<file path="src/rtl/ets_sweep_controller_pkg.sv">
// Shared definitions for the equivalent-time sampling sweep controller and
// the sampler-side blocks that talk to it.
//   - sweep_state_t : FSM state encoding
//   - DEF_*         : default parameter values
//   - *_W           : datapath widths
package ets_sweep_controller_pkg;

  localparam int DEF_FIFO_DEPTH   = 16;
  localparam int DEF_STEP_TIMEOUT = 1024;

  localparam int STEP_W   = 16;  // phase-step counter / num_steps width
  localparam int RESULT_W = 32;  // sampler one-count width
  localparam int COUNT_W  = 7;   // external FIFO occupancy width (up to 64)

  typedef enum logic [2:0] {
    S_IDLE      = 3'd0,
    S_RUN       = 3'd1,
    S_COLLECT   = 3'd2,
    S_STORE     = 3'd3,
    S_STEP      = 3'd4,
    S_STEP_WAIT = 3'd5,
    S_FINISH    = 3'd6
  } sweep_state_t;

endpackage

</file>
<file path="src/rtl/ets_sweep_controller_if.sv">
// Bundle of sweep control, PLL handshake, sampler handshake and result FIFO
// read signals.
//   master : the sweep controller (drives busy/done/timeout, phase_step,
//            request_run and the FIFO read-side outputs)
//   slave  : the environment (host, PLL and sampler)
interface ets_sweep_controller_if;
  import ets_sweep_controller_pkg::*;

  logic                start;
  logic [STEP_W-1:0]   num_steps;
  logic                busy;
  logic                done;
  logic                timeout;
  logic                phase_step;
  logic                phase_step_done;
  logic                request_run;
  logic                sampler_running;
  logic                result_ready;
  logic [RESULT_W-1:0] result;
  logic                rd_en;
  logic [RESULT_W-1:0] rd_data;
  logic                fifo_empty;
  logic [COUNT_W-1:0]  fifo_count;

  modport master (
    input  start, num_steps, phase_step_done, sampler_running,
           result_ready, result, rd_en,
    output busy, done, timeout, phase_step, request_run,
           rd_data, fifo_empty, fifo_count
  );

  modport slave (
    output start, num_steps, phase_step_done, sampler_running,
           result_ready, result, rd_en,
    input  busy, done, timeout, phase_step, request_run,
           rd_data, fifo_empty, fifo_count
  );

endinterface

</file>
<file path="src/rtl/ets_sweep_controller_result_fifo.sv">
// result_fifo: synchronous show-ahead FIFO holding sampler results.
//   clk, reset     : clock, asynchronous active-high reset
//   push/push_data : write one entry (caller must respect full)
//   pop            : advance head; ignored while empty
//   rd_data        : head entry, 0 while empty
//   full/empty     : status flags
//   count          : occupancy, 0..DEPTH
module result_fifo #(
  parameter int DEPTH = 16,
  parameter int WIDTH = 32
) (
  input  logic                     clk,
  input  logic                     reset,
  input  logic                     push,
  input  logic [WIDTH-1:0]         push_data,
  input  logic                     pop,
  output logic [WIDTH-1:0]         rd_data,
  output logic                     full,
  output logic                     empty,
  output logic [$clog2(DEPTH):0]   count
);

  localparam int AW = $clog2(DEPTH);

  logic [WIDTH-1:0] mem [DEPTH];
  logic [AW-1:0]    wr_ptr, rd_ptr;
  logic             do_push, do_pop;

  assign full    = (count == (AW+1)'(DEPTH));
  assign empty   = (count == '0);
  assign do_push = push && !full;
  assign do_pop  = pop && !empty;
  assign rd_data = empty ? '0 : mem[rd_ptr];

  // NOTE: the storage array has no reset; the pointers and count alone decide
  // which entries are valid, so clearing the array would only cost muxes.
  always_ff @(posedge clk) begin
    if (do_push) mem[wr_ptr] <= push_data;
  end

  // Pointers wrap naturally because DEPTH is a power of two.
  always_ff @(posedge clk or posedge reset) begin
    if (reset) begin
      wr_ptr <= '0;
      rd_ptr <= '0;
      count  <= '0;
    end else begin
      if (do_push) wr_ptr <= wr_ptr + 1'b1;
      if (do_pop)  rd_ptr <= rd_ptr + 1'b1;
      case ({do_push, do_pop})
        2'b10:   count <= count + 1'b1;
        2'b01:   count <= count - 1'b1;
        default: count <= count;  // idle, or push+pop cancel out
      endcase
    end
  end

endmodule

</file>
<file path="src/rtl/ets_sweep_controller.sv">
// ets_sweep_controller: steps a PLL phase across num_steps positions, asks
// the sampler for a run at each position and queues the one-counts.
//   clk, reset : clock, asynchronous active-high reset
//   bus        : start/num_steps in, busy/done/timeout out; phase_step /
//                phase_step_done to the PLL; request_run / sampler_running /
//                result_ready / result to the sampler; rd_en / rd_data /
//                fifo_empty / fifo_count for draining results
module ets_sweep_controller
  import ets_sweep_controller_pkg::*;
#(
  parameter int FIFO_DEPTH   = DEF_FIFO_DEPTH,
  parameter int STEP_TIMEOUT = DEF_STEP_TIMEOUT
) (
  input  logic                  clk,
  input  logic                  reset,
  ets_sweep_controller_if.master bus
);

  localparam int                TIMER_W    = $clog2(STEP_TIMEOUT + 1);
  localparam logic [TIMER_W-1:0] TIMER_LAST = TIMER_W'(STEP_TIMEOUT - 1);
  localparam int                FCNT_W     = $clog2(FIFO_DEPTH) + 1;

  sweep_state_t        state_q, state_d;
  logic [STEP_W-1:0]   step_cnt_q;
  logic [STEP_W-1:0]   steps_q;     // num_steps captured at start
  logic [RESULT_W-1:0] result_q;
  logic [TIMER_W-1:0]  timer_q;
  logic                timeout_q;
  logic                fifo_full;
  logic                fifo_push;
  logic                last_store;
  logic                step_timed_out;
  logic [FCNT_W-1:0]   fifo_cnt;

  // The counter never exceeds steps_q-1, so +1 cannot wrap inside a sweep.
  assign last_store     = ((step_cnt_q + 16'd1) == steps_q);
  assign step_timed_out = (timer_q == TIMER_LAST);

  // NOTE: clocked state uses non-blocking assignments so every register
  // samples pre-edge values regardless of statement order.
  always_ff @(posedge clk or posedge reset) begin
    if (reset) state_q <= S_IDLE;
    else       state_q <= state_d;
  end

  // NOTE: defaults come first so every path assigns every output of this
  // block and no latch is inferred.
  always_comb begin
    state_d   = state_q;
    fifo_push = 1'b0;
    unique case (state_q)
      S_IDLE: begin
        if (bus.start) state_d = (bus.num_steps != '0) ? S_RUN : S_FINISH;
      end
      S_RUN:     if (bus.sampler_running) state_d = S_COLLECT;
      S_COLLECT: if (bus.result_ready)    state_d = S_STORE;
      S_STORE: begin
        // A full FIFO holds the sweep here; the latched result stays put.
        if (!fifo_full) begin
          fifo_push = 1'b1;
          state_d   = last_store ? S_FINISH : S_STEP;
        end
      end
      S_STEP: state_d = S_STEP_WAIT;
      S_STEP_WAIT: begin
        if (bus.phase_step_done)  state_d = S_RUN;
        else if (step_timed_out)  state_d = S_FINISH;
      end
      S_FINISH: state_d = S_IDLE;
      default:  state_d = S_IDLE;
    endcase
  end

  always_ff @(posedge clk or posedge reset) begin
    if (reset) begin
      step_cnt_q <= '0;
      steps_q    <= '0;
      result_q   <= '0;
      timer_q    <= '0;
      timeout_q  <= 1'b0;
    end else begin
      case (state_q)
        S_IDLE: begin
          if (bus.start && bus.num_steps != '0) begin
            step_cnt_q <= '0;
            steps_q    <= bus.num_steps;
            timeout_q  <= 1'b0;
          end
        end
        S_COLLECT:   if (bus.result_ready) result_q <= bus.result;
        S_STORE:     if (!fifo_full) step_cnt_q <= step_cnt_q + 1'b1;
        S_STEP:      timer_q <= '0;
        S_STEP_WAIT: begin
          timer_q <= timer_q + 1'b1;
          if (!bus.phase_step_done && step_timed_out) timeout_q <= 1'b1;
        end
        default: ;
      endcase
    end
  end

  assign bus.busy        = (state_q != S_IDLE);
  assign bus.done        = (state_q == S_FINISH);
  assign bus.phase_step  = (state_q == S_STEP);
  assign bus.request_run = (state_q == S_RUN);
  assign bus.timeout     = timeout_q;
  assign bus.fifo_count  = COUNT_W'(fifo_cnt);

  result_fifo #(
    .DEPTH (FIFO_DEPTH),
    .WIDTH (RESULT_W)
  ) u_result_fifo (
    .clk       (clk),
    .reset     (reset),
    .push      (fifo_push),
    .push_data (result_q),
    .pop       (bus.rd_en),
    .rd_data   (bus.rd_data),
    .full      (fifo_full),
    .empty     (bus.fifo_empty),
    .count     (fifo_cnt)
  );

endmodule
</file>
<file path="src/flat_wrapper.sv">
// flat-port wrapper written by rule: the top's interface ports become plain ports
module ets_sweep_controller_flat import ets_sweep_controller_pkg::*;
#(
  parameter int FIFO_DEPTH   = DEF_FIFO_DEPTH,
  parameter int STEP_TIMEOUT = DEF_STEP_TIMEOUT
)
  (clk, reset, bus_start, bus_num_steps, bus_phase_step_done, bus_sampler_running, bus_result_ready, bus_result, bus_rd_en, bus_busy, bus_done, bus_timeout, bus_phase_step, bus_request_run, bus_rd_data, bus_fifo_empty, bus_fifo_count);
  ets_sweep_controller_if bus_i ();
  input  logic clk;
  input  logic reset;
  input wire logic [$bits(bus_i.start)-1:0] bus_start;
  input wire logic [$bits(bus_i.num_steps)-1:0] bus_num_steps;
  input wire logic [$bits(bus_i.phase_step_done)-1:0] bus_phase_step_done;
  input wire logic [$bits(bus_i.sampler_running)-1:0] bus_sampler_running;
  input wire logic [$bits(bus_i.result_ready)-1:0] bus_result_ready;
  input wire logic [$bits(bus_i.result)-1:0] bus_result;
  input wire logic [$bits(bus_i.rd_en)-1:0] bus_rd_en;
  output wire logic [$bits(bus_i.busy)-1:0] bus_busy;
  output wire logic [$bits(bus_i.done)-1:0] bus_done;
  output wire logic [$bits(bus_i.timeout)-1:0] bus_timeout;
  output wire logic [$bits(bus_i.phase_step)-1:0] bus_phase_step;
  output wire logic [$bits(bus_i.request_run)-1:0] bus_request_run;
  output wire logic [$bits(bus_i.rd_data)-1:0] bus_rd_data;
  output wire logic [$bits(bus_i.fifo_empty)-1:0] bus_fifo_empty;
  output wire logic [$bits(bus_i.fifo_count)-1:0] bus_fifo_count;
  assign bus_i.start = bus_start;
  assign bus_i.num_steps = bus_num_steps;
  assign bus_i.phase_step_done = bus_phase_step_done;
  assign bus_i.sampler_running = bus_sampler_running;
  assign bus_i.result_ready = bus_result_ready;
  assign bus_i.result = bus_result;
  assign bus_i.rd_en = bus_rd_en;
  assign bus_busy = bus_i.busy;
  assign bus_done = bus_i.done;
  assign bus_timeout = bus_i.timeout;
  assign bus_phase_step = bus_i.phase_step;
  assign bus_request_run = bus_i.request_run;
  assign bus_rd_data = bus_i.rd_data;
  assign bus_fifo_empty = bus_i.fifo_empty;
  assign bus_fifo_count = bus_i.fifo_count;
  ets_sweep_controller #(.FIFO_DEPTH(FIFO_DEPTH), .STEP_TIMEOUT(STEP_TIMEOUT)) u_core (.clk(clk), .reset(reset), .bus(bus_i));
endmodule
</file>
<file path="config.mk">
export PLATFORM = sky130hd
export DESIGN_NAME = ets_sweep_controller_flat
export DESIGN_NICKNAME = d
export VERILOG_FILES = /design/src/rtl/ets_sweep_controller_pkg.sv /design/src/rtl/ets_sweep_controller_if.sv /design/src/rtl/ets_sweep_controller_result_fifo.sv /design/src/rtl/ets_sweep_controller.sv /design/src/flat_wrapper.sv
export SDC_FILE = /design/constraint.sdc
export NUM_CORES = 1
export LEC_CHECK = 0
export ABC_AREA = 1
export CORE_MARGIN = 1
export CORE_UTILIZATION = 30
export CTS_CLUSTER_DIAMETER = 30
export DETAILED_ROUTE_END_ITERATION = 8
export DONT_BUFFER_PORTS = 1
export PLACE_DENSITY = 0.53
export SKIP_LAST_GASP = 1
export SLEW_MARGIN = 20
export SYNTH_ARGS = -nofsm -noshare
export SYNTH_HDL_FRONTEND = slang
export SYNTH_HIERARCHICAL = 1
export SYNTH_SLANG_ARGS = --single-unit
</file>
<file path="constraint.sdc">
create_clock -name clk -period 4.9 [get_ports clk]
set_input_delay 0.49 -clock clk [delete_from_list [all_inputs] [get_ports clk]]
set_output_delay 0.49 -clock clk [all_outputs]
set_load 0.02 [all_outputs]
</file>
* Word level (Yosys, flattened, before mapping)
Memory sizes are Yosys's and may differ from the RTL's.
Index checks and enable logic that the tools add are counted.
Widths: inputs -> output; s select.
** Word-level totals
- Output and inout port bits :: 45
- Memories kept :: 1
- Bits in registers :: 92
- Bits in writable memories :: 512
- Logic and storage cells :: 76
** Operators by class
- Equal/unequal tests :: 18
- Add/sub/neg operators :: 6
- Multiplexer cells :: 22
- Reduce and logical (&&, ||, !) cells :: 20
** Memory list
- u_core.u_result_fifo.mem :: depth 16, width 32, rd ports 1, clocked after memory_dff 0, wr ports 1, RTL line ets_sweep_controller_result_fifo.sv:25 : logic [WIDTH-1:0] mem [DEPTH];
** Operators with widths (count)
- $mux 16 :: 2
- $mux 32 :: 1
- $pmux 16 s2 :: 1
- $pmux 11 s2 :: 1
- $mux 3 :: 7
- $pmux 3 s6 :: 1
- $add 16x1->16 const B :: 1
- $eq 16x16->1 :: 1
- $reduce_bool 16->1 :: 1
- $add 11x1->11 const B :: 1
- $eq 11x10->1 const B :: 1
- $pmux 5 s2 :: 1
- $eq 3x3->1 const B :: 3
- $add 4x1->4 const B :: 2
- $ne 2x2->1 const B :: 4
- $reduce_bool 2->1 :: 4
- $eq 3x2->1 const B :: 2
- $mux 1 :: 6
- $reduce_and 3->1 :: 2
- $add 5x1->5 const B :: 1
- $eq 5x5->1 const B :: 1
- $logic_not 5->1 :: 1
- $reduce_and 5->1 :: 1
- $sub 5x1->5 const B :: 1
- other kinds (12) :: 19

* Logic depth before layout (Yosys ltp)
- Depth in word-level cells :: 6
- Gate-level depth with buffers :: 16

* Modules after synthesis
Netlist, hierarchy kept.
** By module, submodules not included
- result_fifo :: sequential area each 15700.1 sq um, times used 1, area each 21441.8 sq um, cells an instance 1808
- ets_sweep_controller :: sequential area each 1976.9 sq um, times used 1, area each 4055.1 sq um, cells an instance 477

* Least setup slack after synthesis
Ideal clock, no wire load.
- Kind :: register to register
- Start :: register u_core.u_result_fifo.count[1]
- End :: memory u_core.u_result_fifo.mem[11][0], enable pin
- Buffers on the path :: 1
- Required time :: 4439 ps
- Setup slack :: 939 ps
- Setup time :: 461 ps
- Clock period less this slack :: 3961 ps
- Arrival time :: 3499 ps
- Stages on the path, launching flop included :: 8
- Cell sequence :: dfrtp_1 > inv_1 > nand3_1 > nor2_1 > nor2_1 > buf_2 > nand3_1 > nor3_1
** On the way
- Word-level cells in the longest chain between the ends :: 6
- Elaborated cells on any way between the ends :: 7
- Classes of those cells :: eq/ne (1); mux (4); reduce/logical (2)
** Ends and longest elaborated chain
- from (decl) :: RTL line ets_sweep_controller_result_fifo.sv:20 : output logic [$clog2(DEPTH):0] count
- from (signal assigned) :: RTL line ets_sweep_controller_result_fifo.sv:51 : 2'b10: count <= count + 1'b1;
- from (signal assigned) :: RTL line ets_sweep_controller_result_fifo.sv:52 : 2'b01: count <= count - 1'b1;
- from (signal assigned) :: RTL line ets_sweep_controller_result_fifo.sv:53 : default: count <= count;
- $eq 5x5->1 :: RTL line ets_sweep_controller_result_fifo.sv:29 : assign full = (count == (AW+1)'(DEPTH));
- net u_core.fifo_full :: RTL line ets_sweep_controller.sv:29 : logic fifo_full;
- $mux 1 :: RTL line ets_sweep_controller.sv:59 : if (!fifo_full) begin
- $mux 1 :: RTL line ets_sweep_controller.sv:51 : unique case (state_q)
- net u_core.fifo_push :: RTL line ets_sweep_controller.sv:30 : logic fifo_push;
- $logic_and 1x1->1 :: RTL line ets_sweep_controller_result_fifo.sv:31 : assign do_push = push && !full;
- $mux 1 :: RTL line ets_sweep_controller_result_fifo.sv:38 : if (do_push) mem[wr_ptr] <= push_data;
- $mux 1 (implied by the code) :: RTL line ets_sweep_controller_result_fifo.sv:38
- to (decl) :: RTL line ets_sweep_controller_result_fifo.sv:25
The timed path passes the listed nets, and every way through them passes these cells.

* Final worst setup path
- Start :: register u_core.u_result_fifo.rd_ptr[1]
- End :: output port bus_rd_data[11]
** On the way
- Word-level cells in the longest chain between the ends :: 2
** Ends and longest elaborated chain
- from (decl) :: RTL line ets_sweep_controller_result_fifo.sv:26 : logic [AW-1:0] wr_ptr, rd_ptr;
- from (signal assigned) :: RTL line ets_sweep_controller_result_fifo.sv:49 : if (do_pop) rd_ptr <= rd_ptr + 1'b1;
- $mem_v2 16x32
- $mux 32 :: RTL line ets_sweep_controller_result_fifo.sv:33 : assign rd_data = empty ? '0 : mem[rd_ptr];
- to (decl) :: RTL line flat_wrapper.sv:23 : output wire logic [$bits(bus_i.rd_data)-1:0] bus_rd_data;
No other way between the ends.

==> results.py <==
metrics = {
    "synth": {
        "synth.cell_area_um2": 25500,
        "ys.flop_type": "edfxtp_1",
        "synth_enable_flop_cells": 512,
        "postSynthRegisterBits": 604,
        "avgSynthCellArea_um2": 11.2,
        "yosys_warnings": 6,
        "async_reset_ff_share_pct": 15.2,
        "seq_area_frac_synth_pct": 69.3,
        "syn_inst": 2285,
        "synth.distinct_cells": 46,
    },
    "routing": {
        "drt_iter0_markers": 1263,
        "firstDrtPassIters": 5,
        "viasPerCell": 4.78,
        "wirelength_mm": 69.8,
        "detail-route-antenna-nets": 0,
        "drc": 0,
        "wl_per_cell_um": 19.1,
        "num_vias": 17481,
    },
    "pwr": {
        "leakagePower_uw": 0.0121,
        "p_per_area_nw_per_um2": 708,
        "ir_drop_v": 0.000704,
    },
    "clocking": {
        "clock_latency_ns": 0.71,
        "root_buffer": "clkbuf_16",
        "cts_sinks": 604,
        "cts_setup_buffers": 0,
        "cts_inserted_buffers": 142,
        "cts_tree": "done",
        "cts_buffer_depth": 3,
        "cts-htree-levels": 4,
        "cts.clk_slew.worst_paths_ns": 0.04,
    },
    "grt": {
        "grt_pass1_vias": 17827,
        "track_usage_pct": 16.4,
        "grt_max_degree": 259,
        "grt_pass1_wl_mm": 107,
        "antenna_found_initial": 5,
        "gr-total-overflow": 0,
    },
    "sta": {
        "fin_tns_setup_ns": 0,
        "skew_ns": 0.0256,
        "hold_violations": 0,
        "fin_crit_ns": 3.98,
        "slew_headroom_pct": 24.2,
        "grt_setup_unrepaired": "no",
        "final-max-slew-violation-count": 0,
        "clock.fmax_mhz": 252,
        "hold_ws_ns": 0.0695,
        "worst_pin_slew_ns": 1.14,
        "finalSetupViolations": 0,
        "period_share_pct": 81.1,
    },
    "flow_run": {
        "maxCapViolations": 0,
    },
    "floorplan": {
        "die_x_um": 294,
        "ioPinCount": 100,
        "die-height_um": 294,
        "die_area_um2": 86200,
        "row_count": 106,
        "start_util_pct": 30.4,
        "core_um2": 83800,
    },
    "critical_path": {
        "critical-path-top-delay-family": "buffers and inverters",
        "crit_slowest_cell": "dfrtp_4",
        "worstPathMaxFanout": 104,
        "start_kind": "register",
        "worstPathArrival_ns": 3.49,
        "slowest_delay_ns": 0.88,
        "cp.required_ns": 4.41,
        "crit_chain": "inv_6 -> buf_4 -> nand3_1 -> nand3_1 -> nand2_1 -> nand2_1 -> a21oi_1",
        "path_class": "reg -> out",
        "end_kind": "output port",
        "cp.buffers_inverters": 2,
    },
    "cells_and_area": {
        "nNetsFinal": 2465,
        "nFillCells": 8037,
        "area_growth_pct": 26.0,
        "drive_above_1_share_pct": 13.8,
    },
    "placement": {
        "dpl.hpwl_mm": 36.9,
        "port_buffers": 0,
        "gp_congestion": 0.801,
    },
    "status": {
        "status": "finished, final reports clean",
    },
    "hold_path": {
        "hold_class": "in -> reg",
    },
}
what timing repair did:
| action | in CTS | in global routing |
|---|---|---|
| hold buffers | 51 | 0 |
| hold endpoints to repair | 108 | 0 |
| gates resized for setup | 0 | 0 |
final timing paths:
path                                                            start                                         end  cells after the start  slack [ns]
setup / recovery           u_core/u_result_fifo/rd_ptr[1]$_DFFE_PP0P_                             bus_rd_data[11]                      7        0.92
hold / removal                                       bus_result_ready               u_core/state_q[1]$_DFFE_PP0P_                      3        0.07
setup reg to reg            u_core/u_result_fifo/count[0]$_DFFE_PP0P_   u_core/u_result_fifo/count[4]$_DFFE_PP0P_                     14        1.56
hold reg to reg                        u_core/steps_q[15]$_DFFE_PP0P_              u_core/steps_q[15]$_DFFE_PP0P_                      2        0.49
max in group asynchronous                                       reset               u_core/steps_q[1]$_DFFE_PP0P_                      3        3.39
min in group asynchronous                                       reset  u_core/u_result_fifo/wr_ptr[0]$_DFFE_PP0P_                      2        0.36
Yosys cell counts (11+ instances only):
| library cell | count | area (µm²) |
|---|---|---|
| buf_2 | 49 | 245 |
| inv_1 | 76 | 285 |
| dfrtp_1 | 92 | 2300 |
| edfxtp_1 | 512 | 15400 |
| a21oi_1 | 37 | 185 |
| nand4_1 | 11 | 68.8 |
| mux2_2 | 32 | 360 |
| o21ai_0 | 37 | 185 |
| nand2_1 | 795 | 2980 |
| buf_1 | 11 | 41.3 |
| nor2_1 | 56 | 210 |
| buf_4 | 41 | 308 |
| ha_1 | 11 | 138 |
| nand3_1 | 441 | 2210 |
| clkbuf_1 | 13 | 48.8 |
layout by cell type, fill, tap and decap left out, types with 4 or more instances in the layout:
| cell | instances |
|---|---|
| o21ai_0 | 37 |
| ha_1 | 11 |
| xor2_1 | 9 |
| nand4_1 | 11 |
| clkinv_8 | 4 |
| o22ai_1 | 6 |
| mux2_2 | 32 |
| clkbuf_16 | 142 |
| inv_16 | 5 |
| nor3_1 | 6 |
| bufinv_16 | 20 |
| nand2_1 | 795 |
| a21oi_1 | 37 |
| nor2_1 | 43 |
| dlygate4sd3_1 | 51 |
| buf_4 | 35 |
| inv_1 | 74 |
| nor2_4 | 15 |
| clkbuf_1 | 18 |
| inv_6 | 9 |
| dfrtp_1 | 88 |
| clkinv_2 | 21 |
| nor3_2 | 4 |
| nand3_1 | 440 |
| nor2_2 | 5 |
| clkinv_1 | 15 |
| clkbuf_8 | 6 |
| clkinvlp_4 | 19 |
| inv_2 | 5 |
| edfxtp_1 | 512 |
cell families after synthesis:
kind of cell,count (synthesis),synth area share [%]
other,1,0.0147
AO/OA/AOI/OAI,95,2.09
buffers and inverters,202,4.02
multiplexers,32,1.41
adder cells (fa/ha/maj),11,0.540
AND/OR/NAND/NOR,1327,22.1
XOR/XNOR,13,0.501
flip-flops,604,69.3
metrics by stage:
step           utilization (%)  setup slack (ns)  total power, µW  instance area, µm²  std cells
6_report                  38.3             0.925            22700               32100       3654
5_1_grt                   38.3             0.694            23900               32100       3654
4_1_cts                   38.3             0.846            23000               32100       3650
3_5_place_dp              31.8              1.51            13300               26700       3337
3_3_place_gp              31.8              1.58            13200               26700       3337
2_1_floorplan                -             0.939            11500               25500       2286
layout make-up:
type	count	area [µm²]	area share [%]
antenna	3	7.51	0.0234
timing repair buffer	89	841	2.62
clock inverter	96	1220	3.79
tap	1134	1420	4.42
multi-input combinational	1480	6920	21.6
clock buffer	166	3700	11.5
sequential	604	17700	55.1
inverter	82	320	0.997
power breakdown:
part	switching [µW]	internal [µW]
Combinational	3980	1560
Clock	3060	6490
Sequential	942	6700
registers in the layout, summed over array words and instances, names as in the netlist:
| register | flops |
|---|---|
| u_core/timer_q | 11 |
| u_core/u_result_fifo/mem | 512 |
| u_core/u_result_fifo/count | 5 |
| u_core/state_q | 3 |
| u_core/u_result_fifo/rd_ptr | 4 |
| u_core/bus.timeout | 1 |
| u_core/result_q | 32 |
| u_core/u_result_fifo/wr_ptr | 4 |
| u_core/step_cnt_q | 16 |
| u_core/steps_q | 16 |
worst register-to-register path: cells and delay by family (launching register included):
family	cells	cell delay (ns)
XOR/XNOR	1	0.27
AND/OR/NAND/NOR	9	1.58
buffers and inverters	1	0.12
flip-flops	1	0.49
adder cells (fa/ha/maj)	2	0.66
AO/OA/AOI/OAI	1	0.13
per-layer routing:
metal  GRT usage (%)  share of wire, %  up-vias
met5               0             0.019        -
met4            5.53               1.9        2
met3            4.41               6.9      110
met2            26.9                48      541
met1            20.9                43     8630
li1                -                 -     8198
Note: power is estimated with default switching activity, not from simulation.
